$ cat src/rtl/nbr_pkg.sv
// Shared constants and helpers for the neighbour operand-fetch stage.
// Maps top-of-register-space addresses onto mesh neighbour channels.
package nbr_pkg;

    typedef enum logic [2:0] {
        NORTH = 3'd0,
        SOUTH = 3'd1,
        WEST  = 3'd2,
        EAST  = 3'd3
    } dir_e;

    localparam int REG_TOP = 31;
    localparam int RS1_LSB = 15;
    localparam int RS2_LSB = 20;
    localparam int RD_LSB  = 7;
    localparam int RS3_LSB = 27;

    typedef struct packed {
        logic       hit;
        logic [2:0] idx;
    } dir_hit_t;

    // Address REG_TOP-d names channel d when d is a real channel.
    function automatic dir_hit_t dir_of(input logic [4:0] addr,
                                        input int num_dir);
        dir_hit_t   r;
        logic [4:0] off;
        off   = 5'(REG_TOP) - addr;
        r.idx = off[2:0];
        r.hit = (32'(off) < num_dir);
        return r;
    endfunction

endpackage

$ cat src/rtl/nbr_operand_fetch_if.sv
// Bus bundle between decode/regfile/neighbours and the operand-fetch stage.
// The stage sits on the slave side; the environment drives the master side.
interface nbr_operand_fetch_if #(
    parameter int XLEN    = 32,
    parameter int NUM_RD  = 2,
    parameter int NUM_DIR = 4
);
    logic                     inst_valid;
    logic [31:0]              inst;
    logic                     is_psrf_sw;
    logic                     inst_ready;
    logic [NUM_RD*5-1:0]      ra;
    logic [NUM_RD*XLEN-1:0]   rf_rdata;
    logic [NUM_DIR-1:0]       nbr_valid;
    logic [NUM_DIR*XLEN-1:0]  nbr_data;
    logic [NUM_DIR-1:0]       nbr_ready;
    logic                     op_valid;
    logic [NUM_RD*XLEN-1:0]   op_data;
    logic [NUM_RD*5-1:0]      op_ra;
    logic                     op_ready;

    modport master (
        output inst_valid, inst, is_psrf_sw, rf_rdata,
        output nbr_valid, nbr_data, op_ready,
        input  inst_ready, ra, nbr_ready, op_valid, op_data, op_ra
    );

    modport slave (
        input  inst_valid, inst, is_psrf_sw, rf_rdata,
        input  nbr_valid, nbr_data, op_ready,
        output inst_ready, ra, nbr_ready, op_valid, op_data, op_ra
    );

endinterface

$ cat src/rtl/nbr_fifo.sv
// Single-clock elastic FIFO for one neighbour channel.
// No fall-through: a pushed word becomes visible on the following cycle.
module nbr_fifo #(
    parameter int XLEN  = 32,
    parameter int DEPTH = 2
) (
    input  logic            clk,
    input  logic            rst,
    input  logic            i_push,
    input  logic [XLEN-1:0] i_wdata,
    input  logic            i_pop,
    output logic [XLEN-1:0] o_rdata,
    output logic            o_full,
    output logic            o_empty
);

    localparam int AW = (DEPTH > 1) ? $clog2(DEPTH) : 1;

    if (DEPTH < 2 || (DEPTH & (DEPTH - 1)) != 0) begin : g_bad_depth
        $error("nbr_fifo: DEPTH must be a power of two >= 2");
    end

    logic [XLEN-1:0] r_mem [DEPTH];
    logic [AW-1:0]   r_wp;
    logic [AW-1:0]   r_rp;
    logic            r_full;
    logic [AW-1:0]   w_wp_nxt;

    assign w_wp_nxt = r_wp + AW'(1);
    assign o_full   = r_full;
    assign o_empty  = (r_wp == r_rp) && !r_full;
    assign o_rdata  = r_mem[r_rp];

    always_ff @(posedge clk) begin
        if (i_push) r_mem[r_wp] <= i_wdata;
    end

    // Equal pointers are ambiguous; r_full records which case it is.
    always_ff @(posedge clk) begin
        if (rst) begin
            r_wp   <= '0;
            r_rp   <= '0;
            r_full <= 1'b0;
        end else begin
            if (i_push) r_wp <= w_wp_nxt;
            if (i_pop)  r_rp <= r_rp + AW'(1);
            if (i_push && !i_pop && w_wp_nxt == r_rp)
                r_full <= 1'b1;
            else if (i_pop && !i_push)
                r_full <= 1'b0;
        end
    end

endmodule

$ cat src/rtl/nbr_operand_fetch.sv
// Operand-fetch stage for a mesh PE: register file or neighbour channels.
// Stalls until all named neighbour operands are present, then pops them.
module nbr_operand_fetch
    import nbr_pkg::*;
#(
    parameter int XLEN       = 32,
    parameter int NUM_RD     = 2,
    parameter int NUM_DIR    = 4,
    parameter int FIFO_DEPTH = 2,
    parameter int CNT_W      = 16
) (
    input  logic                 clk,
    input  logic                 rst,
    nbr_operand_fetch_if.slave   bus,
    output logic [CNT_W-1:0]     stall_cnt
);

    if ((NUM_RD != 2 && NUM_RD != 3) || NUM_DIR < 1 || NUM_DIR > 8)
    begin : g_bad_cfg
        $error("nbr_operand_fetch: illegal NUM_RD/NUM_DIR");
    end

    logic [4:0]          w_addr [NUM_RD];
    dir_hit_t            w_dh   [NUM_RD];
    logic [XLEN-1:0]     w_opnd [NUM_RD];
    logic [XLEN-1:0]     w_head [NUM_DIR];
    logic [NUM_DIR-1:0]  w_need;
    logic [NUM_DIR-1:0]  w_full;
    logic [NUM_DIR-1:0]  w_empty;
    logic [NUM_DIR-1:0]  w_push;
    logic [NUM_DIR-1:0]  w_pop;
    logic [NUM_RD*5-1:0] w_ra;
    logic [NUM_RD*XLEN-1:0] w_opnd_flat;
    logic                w_slot_free;
    logic                w_blocked;
    logic                w_fire;
    logic                w_unused;

    logic                   r_op_valid;
    logic [NUM_RD*XLEN-1:0] r_op_data;
    logic [NUM_RD*5-1:0]    r_op_ra;
    logic [CNT_W-1:0]       r_stall;

    assign w_unused = ^bus.inst;

    always_comb begin
        w_addr[0] = bus.inst[RS1_LSB +: 5];
        w_addr[1] = bus.is_psrf_sw ? bus.inst[RD_LSB +: 5]
                                   : bus.inst[RS2_LSB +: 5];
        if (NUM_RD == 3) w_addr[NUM_RD-1] = bus.inst[RS3_LSB +: 5];
    end

    always_comb begin
        w_need      = '0;
        w_ra        = '0;
        w_opnd_flat = '0;
        for (int p = 0; p < NUM_RD; p++) begin
            w_dh[p]   = dir_of(w_addr[p], NUM_DIR);
            w_opnd[p] = bus.rf_rdata[p*XLEN +: XLEN];
            for (int d = 0; d < NUM_DIR; d++) begin
                if (w_dh[p].hit && w_dh[p].idx == 3'(d)) begin
                    w_opnd[p] = w_head[d];
                    if (bus.inst_valid) w_need[d] = 1'b1;
                end
            end
            w_ra[p*5 +: 5]           = w_addr[p];
            w_opnd_flat[p*XLEN +: XLEN] = w_opnd[p];
        end
    end

    assign w_slot_free = !r_op_valid || bus.op_ready;
    assign w_blocked   = |(w_need & w_empty);
    assign w_fire      = bus.inst_valid && w_slot_free && !w_blocked;
    assign w_pop       = w_need & {NUM_DIR{w_fire}};
    assign w_push      = bus.nbr_valid & bus.nbr_ready;

    assign bus.nbr_ready  = ~w_full & {NUM_DIR{!rst}};
    assign bus.inst_ready = w_fire;
    assign bus.ra         = w_ra;
    assign bus.op_valid   = r_op_valid;
    assign bus.op_data    = r_op_data;
    assign bus.op_ra      = r_op_ra;
    assign stall_cnt      = r_stall;

    for (genvar d = 0; d < NUM_DIR; d++) begin : g_ch
        nbr_fifo #(
            .XLEN  (XLEN),
            .DEPTH (FIFO_DEPTH)
        ) u_fifo (
            .clk     (clk),
            .rst     (rst),
            .i_push  (w_push[d]),
            .i_wdata (bus.nbr_data[d*XLEN +: XLEN]),
            .i_pop   (w_pop[d]),
            .o_rdata (w_head[d]),
            .o_full  (w_full[d]),
            .o_empty (w_empty[d])
        );
    end

    always_ff @(posedge clk) begin
        if (rst) begin
            r_op_valid <= 1'b0;
            r_op_data  <= '0;
            r_op_ra    <= '0;
        end else if (w_fire) begin
            r_op_valid <= 1'b1;
            r_op_data  <= w_opnd_flat;
            r_op_ra    <= w_ra;
        end else if (bus.op_ready) begin
            r_op_valid <= 1'b0;
        end
    end

    // Only neighbour starvation counts; backpressure is execute's problem.
    always_ff @(posedge clk) begin
        if (rst)
            r_stall <= '0;
        else if (bus.inst_valid && w_slot_free && !w_fire && r_stall != '1)
            r_stall <= r_stall + CNT_W'(1);
    end

endmodule

$ cat src/flat_wrapper.sv
// flat-port wrapper written by rule: the top's interface ports become plain ports
module nbr_operand_fetch_flat import nbr_pkg::*;
#(
    parameter int XLEN       = 32,
    parameter int NUM_RD     = 2,
    parameter int NUM_DIR    = 4,
    parameter int FIFO_DEPTH = 2,
    parameter int CNT_W      = 16
)
  (clk, rst, stall_cnt, bus_inst_valid, bus_inst, bus_is_psrf_sw, bus_rf_rdata, bus_nbr_valid, bus_nbr_data, bus_op_ready, bus_inst_ready, bus_ra, bus_nbr_ready, bus_op_valid, bus_op_data, bus_op_ra);
  nbr_operand_fetch_if #(.XLEN(XLEN), .NUM_RD(NUM_RD), .NUM_DIR(NUM_DIR)) bus_i ();
  input  logic clk;
  input  logic rst;
  output logic [CNT_W-1:0] stall_cnt;
  input wire logic [$bits(bus_i.inst_valid)-1:0] bus_inst_valid;
  input wire logic [$bits(bus_i.inst)-1:0] bus_inst;
  input wire logic [$bits(bus_i.is_psrf_sw)-1:0] bus_is_psrf_sw;
  input wire logic [$bits(bus_i.rf_rdata)-1:0] bus_rf_rdata;
  input wire logic [$bits(bus_i.nbr_valid)-1:0] bus_nbr_valid;
  input wire logic [$bits(bus_i.nbr_data)-1:0] bus_nbr_data;
  input wire logic [$bits(bus_i.op_ready)-1:0] bus_op_ready;
  output wire logic [$bits(bus_i.inst_ready)-1:0] bus_inst_ready;
  output wire logic [$bits(bus_i.ra)-1:0] bus_ra;
  output wire logic [$bits(bus_i.nbr_ready)-1:0] bus_nbr_ready;
  output wire logic [$bits(bus_i.op_valid)-1:0] bus_op_valid;
  output wire logic [$bits(bus_i.op_data)-1:0] bus_op_data;
  output wire logic [$bits(bus_i.op_ra)-1:0] bus_op_ra;
  assign bus_i.inst_valid = bus_inst_valid;
  assign bus_i.inst = bus_inst;
  assign bus_i.is_psrf_sw = bus_is_psrf_sw;
  assign bus_i.rf_rdata = bus_rf_rdata;
  assign bus_i.nbr_valid = bus_nbr_valid;
  assign bus_i.nbr_data = bus_nbr_data;
  assign bus_i.op_ready = bus_op_ready;
  assign bus_inst_ready = bus_i.inst_ready;
  assign bus_ra = bus_i.ra;
  assign bus_nbr_ready = bus_i.nbr_ready;
  assign bus_op_valid = bus_i.op_valid;
  assign bus_op_data = bus_i.op_data;
  assign bus_op_ra = bus_i.op_ra;
  nbr_operand_fetch #(.XLEN(XLEN), .NUM_RD(NUM_RD), .NUM_DIR(NUM_DIR), .FIFO_DEPTH(FIFO_DEPTH), .CNT_W(CNT_W)) u_core (.clk(clk), .rst(rst), .bus(bus_i), .stall_cnt(stall_cnt));
endmodule
$ cat config.mk
export PLATFORM = sky130hd
export DESIGN_NAME = nbr_operand_fetch_flat
export DESIGN_NICKNAME = d
export VERILOG_FILES = /design/src/rtl/nbr_pkg.sv /design/src/rtl/nbr_operand_fetch_if.sv /design/src/rtl/nbr_fifo.sv /design/src/rtl/nbr_operand_fetch.sv /design/src/flat_wrapper.sv
export SDC_FILE = /design/constraint.sdc
export NUM_CORES = 1
export LEC_CHECK = 0
export BUFFER_PORTS_ARGS = -buffer_cell sky130_fd_sc_hd__buf_2
export CAP_MARGIN = 40
export CORE_UTILIZATION = 54
export DETAILED_ROUTE_END_ITERATION = 10
export PLACE_DENSITY = 0.79
export SLEW_MARGIN = 20
export SYNTH_ARGS = -nofsm -noshare
export SYNTH_HDL_FRONTEND = slang
export SYNTH_SLANG_ARGS = --single-unit
$ cat constraint.sdc
create_clock -name clk -period 4.05 [get_ports clk]
set_input_delay 0.81 -clock clk [delete_from_list [all_inputs] [get_ports clk]]
set_output_delay 0.81 -clock clk [all_outputs]
set_load 0.02 [all_outputs]
==> results.cfg <==
[sta]
slew_headroom_pct = 43.6
setup_viol = 0
post-route-period-util_pct = 93.3
drv_slew = 0
rsz0062_at_grt = no
setup_tns_ns = 0
fin_crit_ns = 3.78
fin_worst_skew_ns = 0.0201
timing_worst_slew_pin_value_ns = 0.844
fmax_mhz = 265
hold_viol_final = 0

[grt]
grt_start_max_net_pins = 68
overflow = 0
antenna_found_initial = 8
grtUsageTotal_pct = 32.3
grt_first_pass_wirelength_um = 72600
grt_pass1_vias = 12200

[power]
p_total_mw = 8.88
leakagePower_nw = 7.12
ir_drop_mv = 0.372
power_density_nw_per_um2 = 462

[logic_synthesis]
ys_seq_area_share_pct = 62.1
synth_cell_types = 50
syn_area_per_cell_um2 = 12.3
yosys.area.top_type = edfxtp_1
synth.area.top_cells = edfxtp_1, dfxtp_1, mux2i_1, o21ai_0, nand2_1
synth_edf_count = 256
yosys.area.top_type_share_pct = 48.6
yosysWarnings = 0
yosys_most_used_dff = edfxtp_1
ys_ff_latch = 363
async_flop_share_pct = 0
syn_area_um2 = 15800
syn_inst = 1286
syn_nets = 1520

[final_layout]
drive_gt1_share_pct = 28.7
fin_util_pct = 66.7
fin_area_um2 = 19200
fin_nets = 1805
area_growth_pct = 21.3

[place]
gp_congestion = 0.938
place_area_um2 = 17900
hpwl_um = 33900
port_buffers = 321

[drt]
routed_via_density = 6.22
routed-wl-met3_um = 4220
routed-wl-met2_um = 24100
top_layer = met5
vias = 12400
met1Wirelength_um = 17700
drt_iter0_drc = 1288
drt_wl_total_um = 49000
post_drt_wl_per_cell_um = 24.6
drc = 0
final_antenna_net_count = 0
firstDrtPassIters = 7

[setup_path]
worst_ep_required_time_ns = 3.24
r2r_setup_slack_ns = 1.31
worstSetupPathType = input pin to output port
path_max_fanout = 10
endpoint_kind = output port
cp.arrival_ns = 2.97
start_kind = input pin

[hold_path]
hold_class = flip-flop to flip-flop

[clocking]
clock_sinks = 363
cts_buffers = 38
cts_root_buf = clkbuf_16
hold_buffers = 0
post_cts_resize_count = 0
cts_buffer_depth = 3
cts.clk_slew.worst_paths_ns = 0.06
post-cts-setup-buffer-count = 0
htreeDepth = 2
cts_tree = done
clk_latency_ns = 0.53

[job]
cap_violations = 0

[status]
outcome = complete, no violations

[floorplanning]
ios = 339
die_y_um = 173
rows = 62
dieArea_um2 = 30000
core-area_um2 = 28800
fp.dieW_um = 173
start_util_pct = 55.0
==> power by group <==
group | internal (mW) | leakage (nW) | total [mW] | switching (mW)
clock network | 2.05 | 0.597 | 3.45 | 1.40
logic | 0.379 | 3.30 | 1.13 | 0.750
registers | 4.20 | 3.23 | 4.30 | 0.102
total | 6.62 | 7.12 | 8.88 | 2.26
==> stage by stage <==
| stage | instances | worst slack, ns | hold slack, ns |
|---|---|---|---|
| finish | 1992 | 0.272 | 0.454 |
| global route | 1986 | 0.176 | 0.457 |
| CTS | 1984 | 0.313 | 0.456 |
| detailed placement | 1915 | 0.469 | 0.448 |
| global placement | 1906 | 0.490 | 0.445 |
| floorplan | 1286 | 0.589 | 0.487 |
==> logic make-up after synthesis <==
logic type               after synthesis  synth area share, %
flip-flops                           363                 62.1
AO/OA/AOI/OAI                        356                 15.1
AND/OR/NAND/NOR                      263                 7.87
multiplexers                         175                 11.3
buffers and inverters                120                 3.11
XOR/XNOR                               8                0.443
adder cells (fa/ha/maj)                1               0.0790
==> final timing paths <==
check | from | endpoint | cells past startpoint
max | bus_is_psrf_sw | bus_inst_ready | 8
min | u_core.bus.op_data[32] | u_core.bus.op_data[32] | 2
max reg2reg | u_core.stall_cnt[3] | u_core.stall_cnt[0] | 7
min reg2reg | u_core.bus.op_data[32] | u_core.bus.op_data[32] | 2
==> Yosys cell counts (3+ instances only) <==
| library cell | number |
|---|---|
| edfxtp_1 | 256 |
| mux2i_1 | 154 |
| o21ai_0 | 138 |
| dfxtp_1 | 107 |
| nand2_1 | 94 |
| clkbuf_1 | 86 |
| nor2_1 | 64 |
| a21oi_1 | 36 |
| o22ai_1 | 32 |
| nand4_1 | 30 |
| a221oi_1 | 24 |
| o2111ai_1 | 24 |
| o211a_1 | 24 |
| o2bb2ai_1 | 24 |
| mux2_2 | 20 |
| nor2b_1 | 19 |
| nor3_1 | 18 |
| buf_1 | 17 |
| a211oi_1 | 12 |
| nand3_1 | 10 |
| o41ai_1 | 9 |
| a311oi_1 | 8 |
| o211ai_1 | 8 |
| o21a_1 | 8 |
| and3_1 | 7 |
| buf_2 | 5 |
| buf_4 | 5 |
| inv_2 | 4 |
| o31ai_1 | 4 |
| xnor2_1 | 4 |
| xor2_1 | 4 |
| and2_1 | 3 |
| and4_1 | 3 |
| or4_1 | 3 |
==> worst max-delay path: stages <==
cell and delay (ns):
buf_2 0.19, mux2i_1 0.58, a211oi_1 0.15, o21ai_0 0.36, and4_4 0.32, nand2_2 0.20
inv_2 0.16, buf_2 0.18
==> cell usage in the layout, fill, tap and decap left out, drive strengths merged, types with 4 or more instances in the layout <==
master and count:
inv 5, o22ai 32, o211ai 8, a311oi 8, dfxtp 107, o211a 24, o31ai 4, a221oi 24
a211oi 14, mux2 20, nor2b 19, edfxtp 256, xor2 4, o2bb2ai 24, nor3 18, a21oi 36
o21a 8, and3 7, nor2 64, nand2 95, clkinv 12, xnor2 4, o41ai 9, nand4 30
buf 361, mux2i 155, nand3 10, diode 8, and2 4, o21ai 141, clkbuf 52, o2111ai 24
==> area by class of cell <==
type,instances,area (µm²)
antenna,8,20.0
clock buffer,52,1070
clock inverter,17,154
timing repair buffer,361,2060
fill,2182,9580
tap,384,480
sequential,363,9830
multi-input combinational,803,5560
inverter,4,15.0
==> flip-flops by register name (all words and copies together) (netlist names), named ones only <==
register                   cells
u_core.g_ch.u_fifo.r_rp        4
u_core.bus.op_data            64
u_core.g_ch.u_fifo.o_full      4
u_core.g_ch.u_fifo.r_mem     256
u_core.stall_cnt              16
u_core.g_ch.u_fifo.r_wp        4
u_core.bus.op_valid            1
u_core.bus.op_ra              10
==> per-layer routing <==
metal / vias up / global-route usage [%]
met3: 155 / 5.50
met4: 6 / 18.1
li1: 5545 / -
met2: 744 / 55.5
met1: 5949 / 38.6
met5: - / 0
Power figures use the tool's default switching activity.
